==> src/rtl/icache_if.sv <==
// Fetch/refill bus for the direct-mapped instruction cache.
// The slave side is the cache; the master side is the fetch unit plus the memory controller.
interface icache_if #(
  parameter int ADDR_W = 32,
  parameter int WORD_W = 32
);
  logic              cache_rd_en;
  logic [ADDR_W-1:0] cache_rd_addr;
  logic              cache_hit;
  logic [WORD_W-1:0] cache_hit_inst;
  logic              cache_flush;
  logic              mem_req;
  logic [ADDR_W-1:0] mem_addr;
  logic              mem_done;
  logic [WORD_W-1:0] mem_data;

  modport slave (
    input  cache_rd_en, cache_rd_addr, cache_flush, mem_done, mem_data,
    output cache_hit, cache_hit_inst, mem_req, mem_addr
  );

  modport master (
    output cache_rd_en, cache_rd_addr, cache_flush, mem_done, mem_data,
    input  cache_hit, cache_hit_inst, mem_req, mem_addr
  );
endinterface

==> src/rtl/icache.sv <==
// Direct-mapped, read-only instruction cache with one word per line.
// Lookups are combinational; misses run a single-word refill over a req/done handshake.
module icache #(
  parameter int INDEX_BITS = 6,
  parameter int ADDR_W     = 32,
  parameter int WORD_W     = 32
) (
  input  logic      clk,
  input  logic      rst,
  input  logic      rdy,
  icache_if.slave   bus
);

  localparam int LINES = 1 << INDEX_BITS;
  localparam int TAG_W = ADDR_W - INDEX_BITS - 2;

  typedef enum logic {
    S_IDLE,
    S_WAIT
  } state_e;

  state_e                  state_q, state_d;
  logic [ADDR_W-1:0]       miss_addr_q, miss_addr_d;
  logic                    drop_q, drop_d;
  logic [LINES-1:0]        valid_q, valid_d;
  logic [TAG_W-1:0]        tag_q  [LINES];
  logic [TAG_W-1:0]        tag_d  [LINES];
  logic [WORD_W-1:0]       data_q [LINES];
  logic [WORD_W-1:0]       data_d [LINES];

  logic [INDEX_BITS-1:0]   rd_idx;
  logic [TAG_W-1:0]        rd_tag;
  logic [INDEX_BITS-1:0]   miss_idx;
  logic [TAG_W-1:0]        miss_tag;
  logic                    lookup_hit;
  logic                    start_miss;
  logic                    fill_en;
  logic                    unused_addr_lsbs;

  assign rd_idx   = bus.cache_rd_addr[INDEX_BITS+1:2];
  assign rd_tag   = bus.cache_rd_addr[ADDR_W-1:INDEX_BITS+2];
  assign miss_idx = miss_addr_q[INDEX_BITS+1:2];
  assign miss_tag = miss_addr_q[ADDR_W-1:INDEX_BITS+2];

  // Fetch addresses are word aligned; the byte offset carries no information.
  assign unused_addr_lsbs = ^bus.cache_rd_addr[1:0];

  // Read path: no fill-to-hit bypass, so a line only hits once its write has landed.
  assign lookup_hit         = bus.cache_rd_en & valid_q[rd_idx] & (tag_q[rd_idx] == rd_tag) & ~rst;
  assign bus.cache_hit      = lookup_hit;
  assign bus.cache_hit_inst = lookup_hit ? data_q[rd_idx] : '0;

  assign start_miss = rdy & (state_q == S_IDLE) & bus.cache_rd_en & ~lookup_hit & ~bus.cache_flush;

  // A flush in the same cycle as mem_done, or any earlier flush during the refill, suppresses the write.
  assign fill_en = rdy & (state_q == S_WAIT) & bus.mem_done & ~drop_q & ~bus.cache_flush;

  // ---------------------------------------------------------------------------
  // FSM: state register
  // ---------------------------------------------------------------------------
  // NOTE: sequential state uses non-blocking (<=) so every flop samples the
  // pre-edge value; combinational blocks use blocking (=) to build _d values.
  always_ff @(posedge clk) begin
    if (rst) begin
      state_q <= S_IDLE;
    end else begin
      state_q <= state_d;
    end
  end

  // FSM: next-state logic
  always_comb begin
    // NOTE: every always_comb output gets a default first so no path can infer a latch.
    state_d = state_q;
    unique case (state_q)
      S_IDLE: if (start_miss)              state_d = S_WAIT;
      S_WAIT: if (rdy && bus.mem_done)     state_d = S_IDLE;
      default:                             state_d = S_IDLE;
    endcase
  end

  // FSM: outputs. mem_addr comes straight from the latched miss address, so it
  // is stable for the whole refill regardless of rollback on cache_rd_addr.
  always_comb begin
    bus.mem_req  = (state_q == S_WAIT);
    bus.mem_addr = miss_addr_q;
  end

  // ---------------------------------------------------------------------------
  // Miss bookkeeping and line state
  // ---------------------------------------------------------------------------
  always_comb begin
    miss_addr_d = miss_addr_q;
    drop_d      = drop_q;
    valid_d     = valid_q;

    if (start_miss) begin
      miss_addr_d = {bus.cache_rd_addr[ADDR_W-1:2], 2'b00};
    end

    if (rdy && (state_q == S_WAIT)) begin
      if (bus.mem_done) begin
        drop_d = 1'b0;
      end else if (bus.cache_flush) begin
        drop_d = 1'b1;
      end
    end

    if (fill_en) begin
      valid_d[miss_idx] = 1'b1;
    end
    if (rdy && bus.cache_flush) begin
      valid_d = '0;
    end
  end

  always_comb begin
    tag_d  = tag_q;
    data_d = data_q;
    if (fill_en) begin
      tag_d[miss_idx]  = miss_tag;
      data_d[miss_idx] = bus.mem_data;
    end
  end

  always_ff @(posedge clk) begin
    if (rst) begin
      miss_addr_q <= '0;
      drop_q      <= 1'b0;
      valid_q     <= '0;
    end else begin
      miss_addr_q <= miss_addr_d;
      drop_q      <= drop_d;
      valid_q     <= valid_d;
    end
  end

  // NOTE: tag and data arrays are deliberately not reset; the valid bits alone
  // decide whether their contents are ever observed.
  always_ff @(posedge clk) begin
    tag_q  <= tag_d;
    data_q <= data_d;
  end

endmodule

==> src/flat_wrapper.sv <==
// flat-port wrapper written by rule: the top's interface ports become plain ports
module icache_flat 
#(
  parameter int INDEX_BITS = 6,
  parameter int ADDR_W     = 32,
  parameter int WORD_W     = 32
)
  (clk, rst, rdy, bus_cache_rd_en, bus_cache_rd_addr, bus_cache_flush, bus_mem_done, bus_mem_data, bus_cache_hit, bus_cache_hit_inst, bus_mem_req, bus_mem_addr);
  icache_if #(.ADDR_W(ADDR_W), .WORD_W(WORD_W)) bus_i ();
  input  logic clk;
  input  logic rst;
  input  logic rdy;
  input wire logic [$bits(bus_i.cache_rd_en)-1:0] bus_cache_rd_en;
  input wire logic [$bits(bus_i.cache_rd_addr)-1:0] bus_cache_rd_addr;
  input wire logic [$bits(bus_i.cache_flush)-1:0] bus_cache_flush;
  input wire logic [$bits(bus_i.mem_done)-1:0] bus_mem_done;
  input wire logic [$bits(bus_i.mem_data)-1:0] bus_mem_data;
  output wire logic [$bits(bus_i.cache_hit)-1:0] bus_cache_hit;
  output wire logic [$bits(bus_i.cache_hit_inst)-1:0] bus_cache_hit_inst;
  output wire logic [$bits(bus_i.mem_req)-1:0] bus_mem_req;
  output wire logic [$bits(bus_i.mem_addr)-1:0] bus_mem_addr;
  assign bus_i.cache_rd_en = bus_cache_rd_en;
  assign bus_i.cache_rd_addr = bus_cache_rd_addr;
  assign bus_i.cache_flush = bus_cache_flush;
  assign bus_i.mem_done = bus_mem_done;
  assign bus_i.mem_data = bus_mem_data;
  assign bus_cache_hit = bus_i.cache_hit;
  assign bus_cache_hit_inst = bus_i.cache_hit_inst;
  assign bus_mem_req = bus_i.mem_req;
  assign bus_mem_addr = bus_i.mem_addr;
  icache #(.INDEX_BITS(INDEX_BITS), .ADDR_W(ADDR_W), .WORD_W(WORD_W)) u_core (.clk(clk), .rst(rst), .rdy(rdy), .bus(bus_i));
endmodule
==> config.mk <==
export PLATFORM = sky130hd
export DESIGN_NAME = icache_flat
export DESIGN_NICKNAME = d
export VERILOG_FILES = /design/src/rtl/icache_if.sv /design/src/rtl/icache.sv /design/src/flat_wrapper.sv
export SDC_FILE = /design/constraint.sdc
export NUM_CORES = 2
export LEC_CHECK = 0
export BUFFER_PORTS_ARGS = -buffer_cell sky130_fd_sc_hd__buf_2
export CORE_MARGIN = 3
export CORE_UTILIZATION = 52
export DETAILED_ROUTE_END_ITERATION = 8
export GPL_TIMING_DRIVEN = 0
export PLACE_DENSITY = 0.69
export SYNTH_ARGS = -nofsm -noshare
export SYNTH_HDL_FRONTEND = slang
export SYNTH_SLANG_ARGS = --single-unit
==> constraint.sdc <==
create_clock -name clk -period 14.24 [get_ports clk]
set_input_delay 2.848 -clock clk [delete_from_list [all_inputs] [get_ports clk]]
set_output_delay 2.848 -clock clk [all_outputs]
set_load 0.03 [all_outputs]
==> summary.txt <==
Setup path
  – CP Depth: 17
  – CP required: 11,390 ps
  – Worst R2R Start: u_core.tag_q[405]
  – Slowest CP cell: clkbuf_1
  – Worst-path fanout max: 10
  – CP max stage delay: 1140 ps
  – Delay-heaviest family, CP: buffers and inverters
  – Buf/Inv on CP: 9
  – Worst EP arrival: 10,450 ps
  – Kind of critical path: input pin to output port
  – Startpoint Class: input pin
  – Critical path destination: bus_cache_hit_inst[11]
  – Worst-path cell chain: buf_2 -> buf_4 -> buf_2 -> inv_1 -> clkbuf_1 -> clkbuf_1 -> mux2i_1 -> mux2i_1 -> a22oi_1 -> nand4_1 -> xor2_1 -> nor4_1 -> nand4_1 -> buf_2 -> buf_2 -> a311oi_1 -> buf_2
  – Reg2Reg Depth: 12
  – Most frequent CP cell: buf_2
  – RR Endpoint: u_core.bus.mem_addr[4]
  – Worst reg-to-reg setup slack: 9330 ps
  – Crit path from: bus_cache_rd_addr[4]
  – Crit. End Element: output port

Finish
  – P&R area growth vs syn: 15.8%
  – Nets: 7,083
  – Layout cells sized above 1: 0.286
  – Final core occ: 0.608
  – Most common cell after layout, fill and taps aside: edfxtp_1
  – Commonest cells after routing, fill and taps aside: 3,584 x edfxtp_1, 890 x mux4_2, 374 x clkbuf_16

Synth
  – Synth Flop Type: edfxtp_1
  – Post-synthesis cell area: 0.141 mm^2
  – Cells after synthesis: 6,265
  – Post-synth ARST share: 0
  – Synthesized flop and latch total: 3,680
  – Register area share after synthesis: 0.775
  – Synth Area per Inst: 22.6 um^2
  – Synth area leaders: edfxtp_1 76%, mux4_2 14%, mux2i_1 2.6%
  – Number of synthesized flops with an enable pin: 3,584
  – Ys Warns: 0
  – Top cell type by total area after synthesis: edfxtp_1
  – Top-area cell type share of the netlist area: 0.761
  – Post-synthesis cell type count: 71

STA
  – F_max: 75.2 MHz
  – Post-route worst setup slack: 947 ps
  – Slew margin rel.: -0.126
  – Fin Setup TNS: 0 ps
  – Max-slew violations: 54
  – Setup Skew: 45.1 ps
  – Final setup fails: 0
  – Tightest Pin Transition: 1680 ps
  – Minimum clock period: 13,290 ps
  – Final Cycle Share: 0.934
  – Final Hold Fails: 0
  – RSZ-0062 raised after global routing: false

Detailed routing
  – WL met3: 63.6 mm
  – Via density: 7.06
  – Vias: 76,836
  – 1st-iter DRT viols: 14,896
  – Wirelength per Cell: 41.7 um
  – Routed wire length: 453 mm
  – Top routing layer in use: met5
  – DRC viols: 1
  – M1 WL: 154 mm
  – Number of detailed-route iterations in the first pass: 9
  – DR WL met2: 206 mm
  – Post-route ant nets: 0

Global route
  – Initial antenna violation count: 35
  – Largest net degree at the start of global routing: 67
  – First-pass GRT wire length: 616 mm
  – Vias in the first global route: 74,204
  – GRT Util Overall: 0.324
  – Overflow after GRT: 0

Power and ir drop
  – Power density over the cells: 136 mW/mm^2
  – Leakage power: 50.2 nW
  – Peak VDD IR: 0.000159 V

CTS
  – Clock buffer count from CTS: 366
  – Setup bufs post-CTS: 0
  – Reg clk slew, reported paths: 50 ps
  – CTS tree: done
  – Post_cts resized: 0
  – Max clock buf depth: 4
  – Clock Latency Late Sink: 910 ps
  – # H-tree levels: 5
  – CTS root buf: clkbuf_16
  – CTS sink cnt: 3,680
  – CTS hold repair buffers: 0

Run status
  – Outcome: finished, violations left
  – Violated checks: design-rule violations, max-capacitance violations, max-slew violations

Die
  – Top Ports: 136
  – Die ar.: 0.278 mm^2
  – Core area: 0.269 mm^2
  – Initial core utilization: 0.525
  – Num rows: 190
  – Die Width: 527 um
  – DIE HEIGHT: 527 um

Placement
  – DP HPWL: 295 mm
  – Post-place setup slack: 1550 ps
  – Final estimated routing congestion in global placement: 0.952
  – PortBufs: 128

Hold path
  – Hold/Removal Path Class: flop to flop

Flow run
  – Max Cap Viol: 6
final cells by class:
| class | count | area (um^2) |
|---|---|---|
| antenna | 24 | 60.1 |
| buffer | 359 | 1910 |
| clock buffer | 474 | 9800 |
| clock inverter | 188 | 1650 |
| fill | 18254 | 105000 |
| inverter | 8 | 30.0 |
| multi-input combinational | 2219 | 30400 |
| sequential | 3680 | 110000 |
| tap | 3552 | 4440 |
| timing repair buffer | 379 | 5860 |
metal layers:
layer | track usage | vias to the layer above
li1 | - | 28255
met1 | 0.437 | 39932
met2 | 0.488 | 7084
met3 | 0.0906 | 1541
met4 | 0.170 | 24
met5 | 0 | -
how the worst min path moves through the flow:
stage                                  start                  to  slack (ps)  cells after the start
after floorplan           u_core.valid_q[10]  u_core.valid_q[10]         440                      1
after global placement    u_core.valid_q[10]  u_core.valid_q[10]         440                      1
after detailed placement  u_core.valid_q[14]  u_core.valid_q[14]         450                      1
after CTS                 u_core.valid_q[55]  u_core.valid_q[55]         460                      1
final                     u_core.valid_q[55]  u_core.valid_q[55]         460                      1
after global routing      u_core.valid_q[43]  u_core.valid_q[43]         480                      1
where the power goes:
part           internal (mW)  switching, mW  total (mW)  leakage, nW
combinational          0.372          0.692        1.06         13.3
sequential              11.8         0.0173        11.9         31.3
clock                   5.33           4.06        9.39         5.61
total                   17.6           4.76        22.3         50.2
synthesized netlist by cell type (15+ instances only):
cell type     n
a211oi_1     18
buf_1        28
nand4_1      30
nor2_1       97
o21ai_0      34
nor2b_1      34
nand2b_1     35
buf_2        95
a21oi_1      22
nand3_1      76
a22oi_1     175
buf_6        22
mux4_2      890
o22ai_1      16
o21ai_1      18
mux2_2       15
mux2i_1     367
o21a_1       65
clkbuf_1    147
and2_1       18
nand4b_1     32
edfxtp_1   3584
dfxtp_1      96
nand2_1      87
buf_4        65
worst reg2reg max path, delay by kind of cell, from the launching register on:
kind                      cells  cell delay [ps]
AOI/OAI and AO/OA             2              420
xor gates and xnor gates      1              320
buffers and inverters         2              880
DFF                           1              390
muxes                         3              940
and+or+nand+nor               4             1810
cell families (layout without fill, tap and decap cells):
group           after synthesis  count (layout)  share of synthesized area
compound gates              445             445                     0.0228
other cells                   1              26                  0.0000265
simple gates                489             489                     0.0187
flops                      3680            3680                      0.775
mux                        1272            1272                      0.169
xor+xnor                     11              11                   0.000682
buf+inv                     367            1408                     0.0137
sequential cells by signal, indices dropped and copies added, names as in the netlist:
name	flops
u_core.tag_q	1536
u_core.valid_q	64
u_core.bus.mem_addr	30
u_core.drop_q	1
u_core.bus.mem_req	1
u_core.data_q	2048
stage by stage:
step	power, mW	cells	instance area (um^2)	hold slack (ps)
floorplan	12.7	6266	141000	435
global placement	13.1	9946	146000	441
detailed placement	13.1	10196	152000	449
CTS	22.3	10858	164000	463
global route	22.8	10863	164000	483
finish	22.3	10883	164000	460
No activity file was read; power rests on OpenSTA's default activity.
